--- config.mk ---
export PLATFORM = sky130hd
export DESIGN_NAME = sc_core_oz_muldiv_seq
export DESIGN_NICKNAME = d
export VERILOG_FILES = /design/src/rtl/sc_core_oz_pkg.sv /design/src/rtl/sc_core_oz_md_step.sv /design/src/rtl/sc_core_oz_muldiv_seq.sv
export SDC_FILE = /design/constraint.sdc
export NUM_CORES = 1
export LEC_CHECK = 0
export ABC_CLOCK_PERIOD_IN_PS = 4200
export CORE_AREA = 2 2 197 199
export DETAILED_ROUTE_END_ITERATION = 6
export DIE_AREA = 0 0 199 201
export SLEW_MARGIN = 15
export SYNTH_ARGS = -nofsm -noshare
export SYNTH_HDL_FRONTEND = slang
export SYNTH_SLANG_ARGS = --single-unit
--- constraint.sdc ---
create_clock -name clk -period 4.2 [get_ports clk]
set_input_delay 0.84 -clock clk [delete_from_list [all_inputs] [get_ports clk]]
set_output_delay 0.84 -clock clk [all_outputs]
set_load 0.03 [all_outputs]
--- src/rtl/sc_core_oz_pkg.sv ---
// Shared types for the sc_core_oz execute stage: M-extension opcodes,
// multiply/divide sequencer states and the iteration count.
`timescale 1ns/1ps
package sc_core_oz_pkg;

    typedef enum logic [2:0] {
        MUL    = 3'd0,
        MULH   = 3'd1,
        MULHSU = 3'd2,
        MULHU  = 3'd3,
        DIV    = 3'd4,
        DIVU   = 3'd5,
        REM    = 3'd6,
        REMU   = 3'd7
    } m_md_op;

    typedef enum logic [1:0] {
        IDLE  = 2'd0,
        CALC  = 2'd1,
        FIXUP = 2'd2,
        DONE  = 2'd3
    } m_md_state;

    localparam int MD_ITER = 32;

endpackage

--- src/rtl/sc_core_oz_md_step.sv ---
// One radix-2 iteration on the 64-bit accumulator: shift-add for multiply,
// restoring shift-subtract for divide.
`timescale 1ns/1ps
module sc_core_oz_md_step #(
    parameter int XLEN = 32
) (
    input  logic                mode_div,
    input  logic [2*XLEN-1:0]   acc,
    input  logic [XLEN-1:0]     operand,
    output logic [2*XLEN-1:0]   acc_next
);

    logic [XLEN:0] sum;
    logic [XLEN:0] diff;

    // sum keeps the carry so it lands in bit 2*XLEN-1 after the right shift
    assign sum  = {1'b0, acc[2*XLEN-1:XLEN]} + {1'b0, operand};
    // the partial remainder after the left shift needs XLEN+1 bits
    assign diff = acc[2*XLEN-1:XLEN-1] - {1'b0, operand};

    always_comb begin
        acc_next = acc;
        if (!mode_div) begin
            if (acc[0]) acc_next = {sum, acc[XLEN-1:1]};
            else        acc_next = {1'b0, acc[2*XLEN-1:1]};
        end else begin
            if (!diff[XLEN]) acc_next = {diff[XLEN-1:0], acc[XLEN-2:0], 1'b1};
            else             acc_next = {acc[2*XLEN-2:0], 1'b0};
        end
    end

endmodule

--- src/rtl/sc_core_oz_muldiv_seq.sv ---
// Iterative RV32M multiply/divide sequencer with request/response handshakes,
// early-exit special cases and a one-cycle sign fix-up stage.
`timescale 1ns/1ps
module sc_core_oz_muldiv_seq
    import sc_core_oz_pkg::*;
#(
    parameter int XLEN      = 32,
    parameter bit FAST_ZERO = 1'b1
) (
    input  logic            clk,
    input  logic            rst,
    input  logic            req_valid,
    output logic            req_ready,
    input  logic [2:0]      req_op,
    input  logic [XLEN-1:0] req_src1,
    input  logic [XLEN-1:0] req_src2,
    input  logic [4:0]      req_rd,
    input  logic            flush,
    output logic            rsp_valid,
    input  logic            rsp_ready,
    output logic [XLEN-1:0] rsp_result,
    output logic [4:0]      rsp_rd,
    output logic            busy
);

    localparam logic [XLEN-1:0] INT_MIN = {1'b1, {(XLEN-1){1'b0}}};

    function automatic logic [XLEN-1:0] cond_neg(input logic [XLEN-1:0] v, input logic en);
        return en ? ('0 - v) : v;
    endfunction

    function automatic logic [2*XLEN-1:0] cond_neg_dw(input logic [2*XLEN-1:0] v, input logic en);
        return en ? ('0 - v) : v;
    endfunction

    m_md_state          state_q, state_d;
    m_md_op             op_in, op_q;
    logic [4:0]         rd_q;
    logic               neg_q;
    logic [5:0]         cnt_q;
    logic [2*XLEN-1:0]  acc_q, acc_step, acc_init, prod_fix;
    logic [XLEN-1:0]    opnd_q, opnd_init;
    logic [XLEN-1:0]    result_q, special_res, fix_res, quo_fix, rem_fix;
    logic [XLEN-1:0]    src1_abs, src2_abs;
    logic signed [XLEN-1:0] src1_s, src2_s;
    logic               s1_signed, s2_signed, neg1, neg2, neg_in;
    logic               accept, special, div_zero, div_ovf, mul_zero;

    assign op_in  = m_md_op'(req_op);
    assign src1_s = req_src1;
    assign src2_s = req_src2;
    assign accept = req_valid && (state_q == IDLE) && !flush;

    // Operand conditioning and early-exit decode on the incoming request
    always_comb begin
        s1_signed   = op_in inside {MULH, MULHSU, DIV, REM};
        s2_signed   = op_in inside {MULH, DIV, REM};
        neg1        = s1_signed && (src1_s < 0);
        neg2        = s2_signed && (src2_s < 0);
        src1_abs    = cond_neg(req_src1, neg1);
        src2_abs    = cond_neg(req_src2, neg2);
        neg_in      = 1'b0;
        case (op_in)
            MUL, MULH, MULHSU, MULHU, DIV: neg_in = neg1 ^ neg2;
            REM:                           neg_in = neg1;
            default:                       neg_in = 1'b0;
        endcase

        div_zero    = req_op[2] && (req_src2 == '0);
        div_ovf     = (op_in inside {DIV, REM}) && (req_src1 == INT_MIN) && (req_src2 == '1);
        mul_zero    = FAST_ZERO && !req_op[2] && ((req_src1 == '0) || (req_src2 == '0));
        special     = div_zero || div_ovf || mul_zero;

        special_res = '0;
        if (div_zero)     special_res = req_op[1] ? req_src1 : '1;
        else if (div_ovf) special_res = req_op[1] ? '0 : INT_MIN;

        // multiply keeps the multiplier in the low half, divide the dividend
        if (req_op[2]) begin
            acc_init  = {{XLEN{1'b0}}, src1_abs};
            opnd_init = src2_abs;
        end else begin
            acc_init  = {{XLEN{1'b0}}, src2_abs};
            opnd_init = src1_abs;
        end
    end

    sc_core_oz_md_step #(.XLEN(XLEN)) u_step (
        .mode_div (op_q[2]),
        .acc      (acc_q),
        .operand  (opnd_q),
        .acc_next (acc_step)
    );

    always_comb begin
        prod_fix = cond_neg_dw(acc_q, neg_q);
        quo_fix  = cond_neg(acc_q[XLEN-1:0], neg_q);
        rem_fix  = cond_neg(acc_q[2*XLEN-1:XLEN], neg_q);
        case (op_q)
            MUL:                 fix_res = prod_fix[XLEN-1:0];
            MULH, MULHSU, MULHU: fix_res = prod_fix[2*XLEN-1:XLEN];
            DIV, DIVU:           fix_res = quo_fix;
            default:             fix_res = rem_fix;
        endcase
    end

    always_comb begin
        state_d = state_q;
        case (state_q)
            IDLE:    if (accept) state_d = special ? DONE : CALC;
            CALC:    if (cnt_q == 6'(MD_ITER - 1)) state_d = FIXUP;
            FIXUP:   state_d = DONE;
            DONE:    if (rsp_ready) state_d = IDLE;
            default: state_d = IDLE;
        endcase
        if (flush) state_d = IDLE;
    end

    // Control and response registers
    always_ff @(posedge clk) begin
        if (rst) begin
            state_q  <= IDLE;
            cnt_q    <= '0;
            result_q <= '0;
            rd_q     <= '0;
        end else begin
            state_q <= state_d;
            if (accept) begin
                rd_q  <= req_rd;
                cnt_q <= '0;
            end else if (state_q == CALC) begin
                cnt_q <= cnt_q + 6'd1;
            end
            if (accept && special)                 result_q <= special_res;
            else if (state_q == FIXUP && !flush)   result_q <= fix_res;
        end
    end

    // Datapath registers
    always_ff @(posedge clk) begin
        if (accept) begin
            op_q   <= op_in;
            neg_q  <= neg_in;
            acc_q  <= acc_init;
            opnd_q <= opnd_init;
        end else if (state_q == CALC) begin
            acc_q  <= acc_step;
        end
    end

    assign req_ready  = (state_q == IDLE);
    assign rsp_valid  = (state_q == DONE);
    assign busy       = (state_q != IDLE);
    assign rsp_result = result_q;
    assign rsp_rd     = rd_q;

endmodule

==> results of run 1 <==
## critical path, stage by stage (launching register included)
cell	delay, ps
edfxtp_1	630
inv_1	170
fa_1	470
nand2b_1	210
a21o_1	200
a31oi_1	350
a31o_2	350
o21ai_0	160
a211o_1	390
buf_12	200
nand2_1	150
o211a_1	190
a21oi_1	40
## metal layers
layer | vias to the layer above | share of wire [%]
li1 | 7083 | -
met1 | 6939 | 46
met2 | 517 | 46
met3 | 60 | 5.6
met4 | 0 | 2.3
met5 | - | 0
## logic make-up (layout without fill, tap and decap cells)
kind of cell / count (synthesis) / after routing / synth area share (%)
AOI/OAI and AO/OA: 612 / 612 / 26.04
and+or+nand+nor: 566 / 566 / 18.94
buffers and inverters: 196 / 280 / 5.086
xor gates and xnor gates: 164 / 164 / 9.634
DFF: 145 / 145 / 26.18
muxes: 113 / 113 / 7.637
adders and majority gates: 76 / 76 / 6.479
other: 0 / 1 / 0
## Yosys cell counts, types with 37 or more instances
master and n:
edfxtp_1 100, nor2_1 136, dfxtp_1 45, inv_1 71, xor2_1 91, nor3_1 39
nand3_1 38, a21oi_1 154, nand2_1 184, a211oi_1 40, o21ai_0 160, a31oi_1 40
ha_1 74, clkbuf_1 92, mux2i_1 107, xnor2_1 73, a21o_1 37
## final cells by class
| class | count | area, um2 | share of cell area (%) |
|---|---|---|---|
| diodes | 1 | 2.502 | 0.01441 |
| clock buffers | 20 | 467.9 | 2.695 |
| clock inverters | 12 | 153.9 | 0.8862 |
| inverters | 72 | 271.5 | 1.563 |
| multi-input cells | 1531 | 10260 | 59.09 |
| flip-flops and latches | 145 | 3904 | 22.48 |
| well taps | 518 | 648.1 | 3.732 |
| repair buffers | 176 | 1657 | 9.539 |
## worst max path at each step
stage                      from  slack (ps)   endpoint  cells after the start
global route          acc_q[32]         150  acc_q[61]                     12
global placement    req_src1[0]         180  acc_q[27]                     11
CTS                   acc_q[32]         380  acc_q[61]                     12
finish                acc_q[32]         370   acc_q[0]                     12
floorplan             acc_q[32]        1010  acc_q[59]                     11
detailed placement  req_src1[0]         130  acc_q[20]                     12
## power by group through the flow
stage	Sequential [mW]	Combinational [mW]	Clock [mW]
floorplan	1.82	1.64	0
global placement	1.89	2.26	0
detailed placement	1.90	2.27	0
CTS	1.87	2.29	1.67
global route	1.89	2.55	1.73
finish	1.87	2.32	1.66
## stage by stage
stage	power [mW]	instances	utilization, %
final	5.848	2475	45.57
after detailed placement	4.165	2442	43.94
after global placement	4.155	2442	43.94
after global routing	6.162	2474	45.57
after floorplan	3.463	1872	-
after CTS	5.820	2474	45.57
## sequential cells by signal, indices dropped and copies added, names as in the netlist
name,flops
op_q,3
rsp_result,32
rsp_rd,5
opnd_q,32
acc_q,64
state_q,2
neg_q,1
cnt_q,6
==> flow_summary.ini, run 1 <==
[floorplanning]
die_area_mm2 = 0.04000
core_area_mm2 = 0.03811
start_util_pct = 39.13
die_x_um = 199
ios = 117
die_h_um = 201
rows = 72

[global_route]
grt_overflow = 0
grt_pass1_vias = 14023
grtUsageMet1_pct = 36.48
grt_pass1_wl_um = 80850
met3_usage_pct = 2.923
grtUsageMet2_pct = 41.67
antenna_found_initial = 1
grt_max_degree = 98
track_usage_pct = 25.92
grt_busiest_layer = met2

[cts]
holdBufCountCts = 0
cts.sinks = 145
cts_resized = 0
clk_pin_slew_ps = 60
clock_latency_ps = 440
cts_tree = done
clockBufferDepth = 2
cts_buffers = 17
cts_root_buffer = clkbuf_16
htreeDepth = 4
post_cts_buffers = 0

[run]
max-cap-violations = 0

[sta]
setup_viol = 0
max_freq_mhz = 260.9
fin_worst_skew_ps = 8.751
min_period_ps = 3833
rsz0062_at_grt = no
slew_violations = 0
fin_setup_tns_ps = 0
final_hold_viol_count = 0
setup_ws_ps = 366.6
period_share_pct = 91.27
tightest_slew_ps = 1210
relSlewSlack_pct = 19.35
whs_ps = 456.0

[power_and_ir_drop]
power_frac_seq_pct = 32.0
powerDensity_mw_per_mm2 = 336.8
p_sw_mw = 2.214
p_clk_share_pct = 28.4
internal_power_mw = 3.634
combPwrFrac_pct = 39.6
swShare_pct = 37.86
ir_drop_mv = 0.2051
p_leak_nw = 6.496

[yosys]
synth_edf_count = 100
yosysWarnings = 0
yosysTopAreaCellShare_pct = 20.14
ys_ff_latch = 145
synth_cell_types = 78
netlist_area_mm2 = 0.01491
netlist_instances = 1872
ys_seq_area_share_pct = 26.18
yosysTopAreaCell = edfxtp_1
synth-async-reset-ratio_pct = 0
syn_nets = 2025
synthFlopType = edfxtp_1
syn_avg_cell_area_um2 = 7.964
synth.area.top_cells = edfxtp_1 (20%), mux2i_1 (7.2%), ha_1 (6.2%)

[setup_path]
path_class = register to register
cp_data_required_time_ps = 4370
worstSetupStartpointType = register
ff2ff_setup_slack_ps = 370
r2r_end = acc_q[0]
critPathMaxFanout = 26
ff2ff_path_depth = 12
r2r_start = acc_q[32]
endpoint_kind = register
critPathArrivalTime_ps = 4000

[routing]
drtIter0Drc = 1346
via_per_inst = 5.899
drc_errors = 0
postRouteAntennaNets = 0
post_drt_wl_per_cell_um = 21.07
wirelength_um = 52150
vias = 14599
firstDrtPassIters = 7

[final_layout]
synthToLayoutAreaGrowth_pct = 16.48
fin_nets = 2096
drive_above_1_share_pct = 6.800
final_common_cell = nand2_1
fillCellCount = 3797
final_cell_area_mm2 = 0.01737
final_cell_mix = nand2_1 (184), o21ai_0 (160), a21oi_1 (152)

[run_status]
run_status = finished clean

[min_path]
worstHoldStart = rsp_rd[2]
min_to = rsp_rd[2]
hold_path.class = register to register
worst_hold_path.num_cells = 2

[place]
gp_congestion = 0.9764
pre_cts_slack_ps = 130.6
dpl_cell_area_mm2 = 0.01674
dp_hpwl_um = 40270
io_buffers = 116
(Power assumes the default switching activity.)
==> run 2: changes to the inputs <==
--- a/config.mk
+++ b/config.mk
@@ -9,6 +9,7 @@
 export CORE_AREA = 2 2 197 199
 export DETAILED_ROUTE_END_ITERATION = 6
 export DIE_AREA = 0 0 199 201
+export DONT_BUFFER_PORTS = 1
 export SLEW_MARGIN = 15
 export SYNTH_ARGS = -nofsm -noshare
 export SYNTH_HDL_FRONTEND = slang
==> run 2 against run 1 <==
Net effect: total power shrank 5.4%; clock power shrank 9%; sequential share of layout area up 1.9 points; first-iteration DRC count down 27%; non-clock buffer count shrank 126; wire length shrank 2.5%; via count is 2.2% lower; global-route usage decreased by 0.52 points; worst setup slack worse by 39 ps; critical path type unchanged; critical endpoint is now acc_q[62]; largest cell class unchanged; highest routed layer unchanged.
==> flow_summary.ini, run 2 (synthesis gave the netlist of run 1 again) <==
[setup_path]
critPathMaxFanout = 9
endpoint_kind = register
cp_data_required_time_ps = 4390
worstSetupStartpointType = register
critical_path.startpoint = acc_q[39]
ff2ff_path_depth = 10
critPathArrivalTime_ps = 4070
r2r_end = acc_q[62]
path_class = register to register
ff2ff_setup_slack_ps = 330
r2r_start = acc_q[39]

[final_layout]
synthToLayoutAreaGrowth_pct = 7.544
top_register = acc_q
final_common_cell = nand2_1
final_cell_area_mm2 = 0.01603
layoutNonFillerInstCount = 2348
fin_nets = 1970
antenna_cells = 0
final_cell_mix = nand2_1 (184), o21ai_0 (160), a21oi_1 (152)
drive_above_1_share_pct = 6.667
largest_reg_flops = 64

[cts]
cts.sinks = 145
clock_latency_ps = 440
clk_pin_slew_ps = 70
cts_resized = 0
holdBufCountCts = 0
post_cts_buffers = 0
clockBufferDepth = 2
cts_tree = done
cts_root_buffer = clkbuf_16
cts_buffers = 17
htreeDepth = 4

[routing]
drtIter0Drc = 982
via_per_inst = 6.079
firstDrtPassIters = 5
post_drt_wl_per_cell_um = 21.67
wirelength_um = 50870
vias = 14273
postRouteAntennaNets = 0
drc_errors = 0

[floorplanning]
ios = 117
rows = 72
die_h_um = 201
core_area_mm2 = 0.03811
start_util_pct = 39.13
die_x_um = 199
die_area_mm2 = 0.04000

[power_and_ir_drop]
p_leak_nw = 5.973
p_total_mw = 5.535
ir_drop_mv = 0.2678
powerDensity_mw_per_mm2 = 345.2

[global_route]
antenna_found_initial = 0
track_usage_pct = 25.40
grt_pass1_vias = 13785
grt_max_degree = 60
grt_overflow = 0
grt_pass1_wl_um = 79180

[place]
dpl_cell_area_mm2 = 0.01546
dp_hpwl_um = 39410
io_buffers = 0
dp.cells = 2316
gp_congestion = 0.9342

[min_path]
worstHoldStart = rst
min_to = rsp_result[25]
hold_path.class = input pin to register
worst_hold_path.num_cells = 1

[sta]
min_period_ps = 3872
final_hold_viol_count = 0
whs_ps = 458.0
max_freq_mhz = 258.2
fin_worst_skew_ps = 11.33
rsz0062_at_grt = no
setup_viol = 0
relSlewSlack_pct = 36.63
period_share_pct = 92.20
slew_violations = 0
fin_setup_tns_ps = 0
tightest_slew_ps = 950.6

[run]
max-cap-violations = 0

[run_status]
run_status = finished clean
## run 2: per-stage QoR
| stage | utilization [%] | setup slack [ps] |
|---|---|---|
| after floorplan | - | 1011 |
| after global placement | 40.57 | 406.1 |
| after detailed placement | 40.57 | 408.9 |
| after CTS | 42.08 | 392.9 |
| after global routing | 42.08 | 202.1 |
| final | 42.08 | 327.7 |
## run 2: worst max-delay path by stage
stage / to / cells after the start / slack (ps)
after floorplan: acc_q[59] / 11 / 1010
after global placement: acc_q[31] / 9 / 410
after detailed placement: acc_q[59] / 11 / 410
after CTS: acc_q[62] / 10 / 390
after global routing: acc_q[59] / 11 / 200
final: acc_q[62] / 10 / 330
## run 2: report_power, final
group	switching (mW)	leakage [nW]	total, mW	internal (mW)
Clock	0.662	0.285	1.51	0.852
Sequential	0.171	1.31	1.86	1.69
Combinational	1.29	4.38	2.16	0.874
## run 2: layer usage
metal | up-vias | wire (um) | global-route usage (%)
li1 | 6840 | - | -
met1 | 6788 | 23190 | 35.43
met2 | 569 | 22560 | 39.79
met3 | 76 | 3547 | 4.099
met4 | 0 | 1570 | 8.502
met5 | - | 0 | 0
## run 2: worst max-delay path, stage by stage, from the launching register on
cell and delay, ps:
edfxtp_1 570, ha_1 460, and3_1 190, a211oi_1 330
o21ai_1 140, a21o_1 260, a311oi_1 560, o21ai_1 270
and2_1 200, o311a_1 300, a221o_1 340
## run 2: cell type report
| cell class | count | area, um2 |
|---|---|---|
| well taps | 518 | 648.1 |
| repair buffers | 50 | 375.4 |
| flip-flops and latches | 145 | 3904 |
| clock inverters | 10 | 72.57 |
| fillers | 3846 | 22070 |
| multi-input cells | 1531 | 10260 |
| inverters | 72 | 271.5 |
| clock buffers | 22 | 500.5 |
